**src/rtl/usb_ep_in_arbiter_if.sv**
```systemverilog
`default_nettype none
// +----------------------------------------------------------------------------+
// | usb_ep_in_arbiter_if                                                       |
// | Per-end-point AXI-S sources and the single encoder-bound AXI-S sink.       |
// | Revision: 1.0                                                              |
// +----------------------------------------------------------------------------+
interface usb_ep_in_arbiter_if #(
   parameter int NUM_EPS = 2
);
   logic [NUM_EPS-1:0]   s_tvalid;
   logic [NUM_EPS-1:0]   s_tready;
   logic [NUM_EPS-1:0]   s_tlast;
   logic [NUM_EPS-1:0]   s_tkeep;
   logic [8*NUM_EPS-1:0] s_tdata;
   logic                 m_tvalid;
   logic                 m_tready;
   logic                 m_tlast;
   logic                 m_tkeep;
   logic [7:0]           m_tdata;

   // master: the end-point sources plus the encoder sink (environment side)
   modport master (
      output s_tvalid, s_tlast, s_tkeep, s_tdata, m_tready,
      input  s_tready, m_tvalid, m_tlast, m_tkeep, m_tdata
   );

   // slave: the arbiter itself
   modport slave (
      input  s_tvalid, s_tlast, s_tkeep, s_tdata, m_tready,
      output s_tready, m_tvalid, m_tlast, m_tkeep, m_tdata
   );
endinterface
`default_nettype wire

```
**src/rtl/usb_ep_in_arbiter.sv**
```systemverilog
`default_nettype none
// +----------------------------------------------------------------------------+
// | usb_ep_in_arbiter                                                          |
// | Grants the Bulk-In transmit path to the token-addressed IN end-point.      |
// | Optional packet statistics: define USB_ARB_STATS_EN.                       |
// | Revision: 1.0                                                              |
// +----------------------------------------------------------------------------+
module usb_ep_in_arbiter #(
   parameter int NUM_EPS = 2,
   parameter int EP_BASE = 1,
   parameter int TIMEOUT = 256
) (
   input  wire                clock,
   input  wire                reset,
   input  wire                tok_recv_i,
   input  wire  [3:0]         tok_endp_i,
   input  wire                ack_recv_i,
   input  wire                timedout_i,
   output logic               nak_o,
   output logic               busy_o,
   output logic               err_o,
   input  wire  [NUM_EPS-1:0] ep_ready_i,
   output logic [NUM_EPS-1:0] ep_sel_o,
   output logic [NUM_EPS-1:0] ep_ack_o,
   output logic [NUM_EPS-1:0] ep_tout_o,
   usb_ep_in_arbiter_if.slave axis,
   output logic [15:0]        stat_ack_o,
   output logic [15:0]        stat_nak_o
);

   localparam int            TICK_W      = $clog2(TIMEOUT);
   localparam logic [TICK_W-1:0] TICK_RELOAD = TICK_W'(TIMEOUT - 1);

   typedef enum logic [3:0] {
      IDLE = 4'b0001,
      SEND = 4'b0010,
      WAIT = 4'b0100,
      ABRT = 4'b1000
   } state_t;

   state_t              state_q;
   logic [1:0]          gnt_q;
   logic [TICK_W-1:0]   tick_q;

   logic [3:0]          ready_pad;
   logic [3:0]          vld_pad;
   logic [3:0]          last_pad;
   logic [3:0]          keep_pad;
   logic [7:0]          data_pad [4];
   logic [3:0]          idx;
   logic                idx_ok;
   logic                beat;
   logic [NUM_EPS-1:0]  gnt_oh;

   // Widen every per-end-point input to four lanes so a 2-bit grant index is always in range.
   generate
      for (genvar k = 0; k < 4; k++) begin : g_pad
         if (k < NUM_EPS) begin : g_live
            assign ready_pad[k] = ep_ready_i[k];
            assign vld_pad[k]   = axis.s_tvalid[k];
            assign last_pad[k]  = axis.s_tlast[k];
            assign keep_pad[k]  = axis.s_tkeep[k];
            assign data_pad[k]  = axis.s_tdata[8*k +: 8];
         end else begin : g_absent
            assign ready_pad[k] = 1'b0;
            assign vld_pad[k]   = 1'b0;
            assign last_pad[k]  = 1'b0;
            assign keep_pad[k]  = 1'b0;
            assign data_pad[k]  = 8'h00;
         end
      end
   endgenerate

   // Addresses below EP_BASE wrap to a large index and fail the range test.
   assign idx    = tok_endp_i - 4'(EP_BASE);
   assign idx_ok = (idx < 4'(NUM_EPS)) && ready_pad[idx[1:0]];
   assign gnt_oh = NUM_EPS'(1) << gnt_q;
   assign beat   = (state_q == SEND) && vld_pad[gnt_q] && axis.m_tready;

   assign busy_o    = (state_q != IDLE);
   assign ep_sel_o  = busy_o ? gnt_oh : '0;
   assign ep_ack_o  = ((state_q == WAIT) && ack_recv_i) ? gnt_oh : '0;
   assign ep_tout_o = ((state_q == WAIT) && timedout_i && !ack_recv_i) ? gnt_oh : '0;

   assign axis.s_tready = ((state_q == SEND) && axis.m_tready) ? gnt_oh : '0;
   assign axis.m_tvalid = (state_q == SEND) ? vld_pad[gnt_q]  : (state_q == ABRT);
   assign axis.m_tlast  = (state_q == SEND) ? last_pad[gnt_q] : (state_q == ABRT);
   assign axis.m_tkeep  = (state_q == SEND) ? keep_pad[gnt_q] : 1'b0;
   assign axis.m_tdata  = (state_q == SEND) ? data_pad[gnt_q] : 8'h00;

   always_ff @(posedge clock) begin
      if (reset) begin
         state_q <= IDLE;
         gnt_q   <= 2'd0;
         tick_q  <= TICK_RELOAD;
         nak_o   <= 1'b0;
         err_o   <= 1'b0;
      end else begin
         nak_o <= 1'b0;
         case (state_q)
            IDLE: begin
               if (tok_recv_i) begin
                  if (idx_ok) begin
                     gnt_q   <= idx[1:0];
                     tick_q  <= TICK_RELOAD;
                     state_q <= SEND;
                  end else begin
                     nak_o <= 1'b1;
                  end
               end
            end
            SEND: begin
               if (beat) begin
                  tick_q <= TICK_RELOAD;
                  if (last_pad[gnt_q]) state_q <= WAIT;
               end else if (tick_q == '0) begin
                  state_q <= ABRT;
                  err_o   <= 1'b1;
               end else begin
                  tick_q <= tick_q - 1'b1;
               end
            end
            WAIT: begin
               if (ack_recv_i || timedout_i) state_q <= IDLE;
            end
            ABRT: begin
               if (axis.m_tready) state_q <= IDLE;
            end
            default: state_q <= IDLE;
         endcase
      end
   end

`ifdef USB_ARB_STATS_EN
   logic [15:0] ack_cnt_q;
   logic [15:0] nak_cnt_q;

   always_ff @(posedge clock) begin
      if (reset) begin
         ack_cnt_q <= 16'h0000;
         nak_cnt_q <= 16'h0000;
      end else begin
         if ((state_q == WAIT) && ack_recv_i) ack_cnt_q <= ack_cnt_q + 16'd1;
         if (nak_o)                           nak_cnt_q <= nak_cnt_q + 16'd1;
      end
   end

   assign stat_ack_o = ack_cnt_q;
   assign stat_nak_o = nak_cnt_q;
`else
   assign stat_ack_o = 16'h0000;
   assign stat_nak_o = 16'h0000;
`endif

endmodule
`default_nettype wire

```
**src/flat_wrapper.sv**
```systemverilog
// flat-port wrapper written by rule: the top's interface ports become plain ports
module usb_ep_in_arbiter_flat 
#(
   parameter int NUM_EPS = 2,
   parameter int EP_BASE = 1,
   parameter int TIMEOUT = 256
)
  (clock, reset, tok_recv_i, tok_endp_i, ack_recv_i, timedout_i, nak_o, busy_o, err_o, ep_ready_i, ep_sel_o, ep_ack_o, ep_tout_o, stat_ack_o, stat_nak_o, axis_s_tvalid, axis_s_tlast, axis_s_tkeep, axis_s_tdata, axis_m_tready, axis_s_tready, axis_m_tvalid, axis_m_tlast, axis_m_tkeep, axis_m_tdata);
  usb_ep_in_arbiter_if #(.NUM_EPS(NUM_EPS)) axis_i ();
  input  wire clock;
  input  wire reset;
  input  wire tok_recv_i;
  input  wire  [3:0] tok_endp_i;
  input  wire ack_recv_i;
  input  wire timedout_i;
  output logic nak_o;
  output logic busy_o;
  output logic err_o;
  input  wire  [NUM_EPS-1:0] ep_ready_i;
  output logic [NUM_EPS-1:0] ep_sel_o;
  output logic [NUM_EPS-1:0] ep_ack_o;
  output logic [NUM_EPS-1:0] ep_tout_o;
  output logic [15:0] stat_ack_o;
  output logic [15:0] stat_nak_o;
  input wire logic [$bits(axis_i.s_tvalid)-1:0] axis_s_tvalid;
  input wire logic [$bits(axis_i.s_tlast)-1:0] axis_s_tlast;
  input wire logic [$bits(axis_i.s_tkeep)-1:0] axis_s_tkeep;
  input wire logic [$bits(axis_i.s_tdata)-1:0] axis_s_tdata;
  input wire logic [$bits(axis_i.m_tready)-1:0] axis_m_tready;
  output wire logic [$bits(axis_i.s_tready)-1:0] axis_s_tready;
  output wire logic [$bits(axis_i.m_tvalid)-1:0] axis_m_tvalid;
  output wire logic [$bits(axis_i.m_tlast)-1:0] axis_m_tlast;
  output wire logic [$bits(axis_i.m_tkeep)-1:0] axis_m_tkeep;
  output wire logic [$bits(axis_i.m_tdata)-1:0] axis_m_tdata;
  assign axis_i.s_tvalid = axis_s_tvalid;
  assign axis_i.s_tlast = axis_s_tlast;
  assign axis_i.s_tkeep = axis_s_tkeep;
  assign axis_i.s_tdata = axis_s_tdata;
  assign axis_i.m_tready = axis_m_tready;
  assign axis_s_tready = axis_i.s_tready;
  assign axis_m_tvalid = axis_i.m_tvalid;
  assign axis_m_tlast = axis_i.m_tlast;
  assign axis_m_tkeep = axis_i.m_tkeep;
  assign axis_m_tdata = axis_i.m_tdata;
  usb_ep_in_arbiter #(.NUM_EPS(NUM_EPS), .EP_BASE(EP_BASE), .TIMEOUT(TIMEOUT)) u_core (.clock(clock), .reset(reset), .tok_recv_i(tok_recv_i), .tok_endp_i(tok_endp_i), .ack_recv_i(ack_recv_i), .timedout_i(timedout_i), .nak_o(nak_o), .busy_o(busy_o), .err_o(err_o), .ep_ready_i(ep_ready_i), .ep_sel_o(ep_sel_o), .ep_ack_o(ep_ack_o), .ep_tout_o(ep_tout_o), .axis(axis_i), .stat_ack_o(stat_ack_o), .stat_nak_o(stat_nak_o));
endmodule
```
**config.mk**
```make
export PLATFORM = sky130hd
export DESIGN_NAME = usb_ep_in_arbiter_flat
export DESIGN_NICKNAME = d
export VERILOG_FILES = /design/src/rtl/usb_ep_in_arbiter_if.sv /design/src/rtl/usb_ep_in_arbiter.sv /design/src/flat_wrapper.sv
export SDC_FILE = /design/constraint.sdc
export NUM_CORES = 1
export LEC_CHECK = 0
export ABC_AREA = 1
export BUFFER_PORTS_ARGS = -buffer_cell sky130_fd_sc_hd__buf_2
export CAP_MARGIN = 5
export CORE_ASPECT_RATIO = 0.8
export CORE_MARGIN = 1.5
export CORE_UTILIZATION = 47
export CTS_CLUSTER_DIAMETER = 80
export CTS_CLUSTER_SIZE = 8
export DETAILED_ROUTE_END_ITERATION = 12
export HOLD_SLACK_MARGIN = 0.05
export PLACE_DENSITY = 0.86
export SLEW_MARGIN = 20
export SYNTH_ARGS = -nofsm -noshare
export SYNTH_HDL_FRONTEND = slang
export SYNTH_SLANG_ARGS = --single-unit
```
**constraint.sdc**
```tcl
create_clock -name clock -period 2.2 [get_ports clock]
set_input_delay 0 -clock clock [delete_from_list [all_inputs] [get_ports clock]]
set_output_delay 0 -clock clock [all_outputs]
set_load 0.01 [all_outputs]
```
-- Yosys cells after proc, flatten, opt, wreduce, memory -nomap -nowiden
Index checks and enable logic that the tools add are counted.
- bits in registers: 16
- bits of input ports: 34
- output and inout bits: 54
- word-level logic and storage cells: 77
- add/sub/neg operators: 2
- magnitude comparators: 4
- equal/unequal tests: 12
- shifts and indexed selects: 1
- multiplexer cells: 33
- bitwise gates (word level): 4
- reduce and logical (&&, ||, !) cells: 16
- operator list (kind ; count):
    8-bit two-way mux ; 7
    4-bit two-way mux ; 7
    8-bit binary-select mux with 2-bit select ; 1
    4-bit one-hot mux with 4 select lines ; 1
    8-bit one-hot mux with 2 select lines ; 1
    1-bit binary-select mux with 2-bit select ; 4
    8-bit zero test ; 1
    1-bit two-way mux ; 8
    2-bit two-way mux ; 4
    8-bit by 1-bit subtractor with 8-bit output, second input constant ; 1
    1-bit logical AND ; 7
    2-bit by 3-bit less-than comparator with 1-bit output, second input constant ; 2
    2-bit != test, second input constant ; 3
    3-bit by 2-bit != test with 1-bit output, second input constant ; 2
    3-bit AND reduction ; 2
    6-bit AND reduction ; 1
    4-bit by 1-bit == test with 1-bit output, second input constant ; 1
    4-bit by 2-bit == test with 1-bit output, second input constant ; 1
    4-bit by 3-bit == test with 1-bit output, second input constant ; 1
    4-bit == test, second input constant ; 1
    4-bit by 2-bit less-than comparator with 1-bit output, second input constant ; 1
    4-bit by 1-bit != test with 1-bit output, second input constant ; 1
    4-bit AND reduction ; 1
    4-bit by 1-bit subtractor with 4-bit output, second input constant ; 1
    other kinds (10) ; 12

-- Depth between registers and ports, before layout
- depth in word-level cells: 7
- depth in mapped cells: 12
- mapped depth without buffers: 12

-- Worst setup path before layout
No wires, ideal clock.
- path type: reg2reg
- start point: register u_core.state_q[3]
- end point: register u_core.tick_q[3]
- setup time: 0.123 ns
- arrival: 1.306 ns
- required time: 2.077 ns
- slack: 0.771 ns
- cell stages (with the launch flop): 9
- path buffers: 0
- path through: dfxtp_1 inv_1 nand2_4 nor3_4 inv_1 o21bai_4 nand2_4 nand2_1 nand3_1
- longest elaborated chain between the ends: 5
- elaborated cells between the ends (all ways): 11
- ends and longest elaborated chain (item ; RTL line ; text):
    start, declared ; usb_ep_in_arbiter.sv:41 ; state_t state_q;
    start signal, assigned ; usb_ep_in_arbiter.sv:93 ; state_q <= IDLE;
    start signal, assigned ; usb_ep_in_arbiter.sv:106 ; state_q <= SEND;
    start signal, assigned ; usb_ep_in_arbiter.sv:115 ; if (last_pad[gnt_q]) state_q <= WAIT;
    4-bit by 2-bit == test with 1-bit output ; usb_ep_in_arbiter.sv:78, usb_ep_in_arbiter.sv:100 ;
    1-bit logical AND (2 in a row) ; usb_ep_in_arbiter.sv:78 ; assign beat = (state_q == SEND) && vld_pad[gnt_q] && axis.m_tready;
    3-bit by 2-bit != test with 1-bit output (no line) or 8-bit two-way mux (tied branches) ; -- ;
    4-bit AND reduction (no line) or 8-bit one-hot mux with 2 select lines (tied branches) ; -- ;
    end signal, assigned ; usb_ep_in_arbiter.sv:120 ; tick_q <= tick_q - 1'b1;
    end, declared ; usb_ep_in_arbiter.sv:43 ; logic [TICK_W-1:0] tick_q;
Parallel ways exist; a longest one is shown, timed or not.
A chain may end at the register's enable or synchronous reset.

-- Worst setup path after layout
- start point: register u_core.state_q[3]
- end point: register u_core.tick_q[5]
The elaborated chain is that of the path after synthesis.

==> run_results.csv <==
group,metric,value,unit
die,die_x,66.4,um
placed_design,dp.cells,333,
run_status,status,"finished, final reports clean",
global_routing,overflow,0,
die,core_area,3090,um2
synth,synth_cell_types,27,
global_routing,grt_pass1_vias,1249,
sta,rsz0062_at_grt,"false",
cts,numClockSinks,16,
synth,synthesis.area,1510,um2
power,p_leak,1.06,nW
layout,drive_above_1_share,24.1,%
sta,period_share,79.4,%
layout,fin_util,58.2,%
synth,ys_ff_latch,16,
cts,path_clk_slew,0.06,ns
route,wl,3.40,mm
worst_setup_path,max_stage_delay,0.34,ns
worst_setup_path,start_kind,"flop",
worst_setup_path,cp_max_fo,13,
layout,area_growth,18.8,%
layout,diodes,0,
worst_setup_path,setup.worst_path.class,"flop to flop",
layout,final_cell_mix,"nand2_1, buf_2, nor2_1",
cts,cts_inserted_buffers,3,
die,rows,18,
sta,setup_viol,0,
placed_design,dp_hpwl,2.80,mm
sta,hold_ws,0.0940,ns
route,vias,1590,
synth,synth_area_per_cell,6.33,um2
sta,relSlewSlack,66.2,%
cts,cts_hold_buf,2,
worst_setup_path,cp.arrival,1.89,ns
worst_setup_path,crit_slowest_cell,"dfxtp_1",
route,ant_nets,0,
synth,yosys-top-cells-area,"dfxtp_1, buf_4, nand2_1, nand3_1, nor2_1",
worst_setup_path,crit_family,"simple AND/OR/NAND/NOR gates",
sta,finalSetupTns,0,ns
run,max_cap_violations,0,
synth,synth_warnings,0,
worst_setup_path,path_cells,"inv_1, nand2_4, nor2_8, inv_1, nor2_4, a21boi_4, nand2_4, nand2_1, nand3_1",
route,drc_errors,0,
power,power_density,412,nW/um2
cts,cts_max_level,1,
die,die_area,3570,um2
placed_design,place_congestion,0.908,
sta,tightest_slew,0.503,ns
global_routing,grt.total_usage,19.3,%
route,drt-vias-per-instance,4.69,
global_routing,grt_pass1_wl,5.27,mm
die,initial_core_util,49.0,%
layout,fin_nets,337,
sta,min_period,1.75,ns
sta,clock_skew,0.00194,ns
synth,ys_seq_area_share,21.2,%
hold_path,hp-class,"primary input to flop",
layout,final-instance-count-excl-fill,339,
route,drt-wirelength-per-cell,10.0,um
cts,cts_setup_buffers,0,
route,first_iter_violations,58,
cts,cts_tree,"built",
cts,post_cts_resized,0,
synth,synthCells,239,
worst_setup_path,path_depth,9,
cts,clk_latency,0.26,ns
sta,hold_violations,0,
die,die_h,53.7,um
sta,slew_viol_final,0,
synth,yosysTopAreaCell,"dfxtp_1",
cts,cts-root-buf,"clkbuf_8",
worst_setup_path,path_buf_inv,2,
cts,cts_max_path_buffers,2,
hold_path,holdPathStages,4,
worst_setup_path,cp-end-kind,"flop",
synth,netlist.area_leader.share,21.2,%
die,io_pins,88,
route,firstDrtPassIters,4,
power,ir_worst_vdd,0.000331,V
global_routing,antenna_found_initial,0,
placed_design,io_buffers,55,
worst_setup_path,worst-endpoint-required,2.34,ns
global_routing,grt_max_degree,14,
worst_setup_path,r2r_cells,9,
sta,fmax,0.572,GHz
[per-stage QoR]
stage	instance area (um2)	setup slack [ns]	total power, W
after floorplan	1630	0.771	0.000460
after global placement	1720	0.547	0.000472
after detailed placement	1720	0.474	0.000476
after CTS	1800	0.462	0.000739
after global routing	1800	0.307	0.000782
final	1800	0.453	0.000740
[registers in the layout, indices dropped and copies added (netlist names)]
register and cells:
u_core.gnt_q 2, u_core.state_q 4, u_core.nak_o 1, u_core.err_o 1, u_core.tick_q 8
[tightest hold or removal path: stages]
cell     delay, ns
buf_2         0.10
nor2_1        0.04
nand2_1       0.09
a21oi_1       0.07
[logic make-up after synthesis]
group | synth area share (%)
simple gates | 42.2
xor+xnor | 0.579
compound gates | 9.51
fa+ha+maj | 2.48
other cells | 0.248
buf+inv | 23.8
flops | 21.2
[metal layers]
layer  share of wire [%]  global-route usage, %  vias up
met5                   0                      0        -
met4                0.82                   5.10        0
met3                 6.6                   4.39        7
met2                  47                   31.2       62
met1                  45                   26.1      695
li1                    -                      -      826
[power breakdown]
group	switching, W	leakage (nW)	internal [W]
Combinational	0.000104	0.904	0.0000615
Sequential	0.00000934	0.130	0.000300
Clock	0.000106	0.0288	0.000159
Total	0.000219	1.06	0.000520
[final timing paths]
kind | startpoint | end | slack, ns
setup / recovery | u_core.state_q[3] | u_core.tick_q[5] | 0.45
hold / removal | timedout_i | u_core.state_q[2] | 0.09
setup reg to reg | u_core.state_q[3] | u_core.tick_q[5] | 0.45
hold reg to reg | u_core.err_o | u_core.err_o | 0.45
[synthesized netlist by cell type, drive strengths merged]
| library cell | count |
|---|---|
| nor2 | 38 |
| clkinv | 1 |
| nor3 | 5 |
| inv | 29 |
| dfxtp | 16 |
| a21boi | 1 |
| nand3b | 1 |
| xor2 | 1 |
| nand4 | 6 |
| o21ai | 2 |
| clkbuf | 2 |
| nand2 | 58 |
| o21bai | 1 |
| a22oi | 9 |
| conb | 1 |
| ha | 3 |
| nand3 | 28 |
| buf | 32 |
| a21oi | 5 |
[area by class of cell]
cell class	count	area (um2)
sequential	16	320
timing repair buffer	59	310
multi-input combinational	190	948
fill	301	1290
tap	40	50.0
inverter	30	113
clock buffer	4	55.1
No activity file was read; power rests on OpenSTA's default activity.
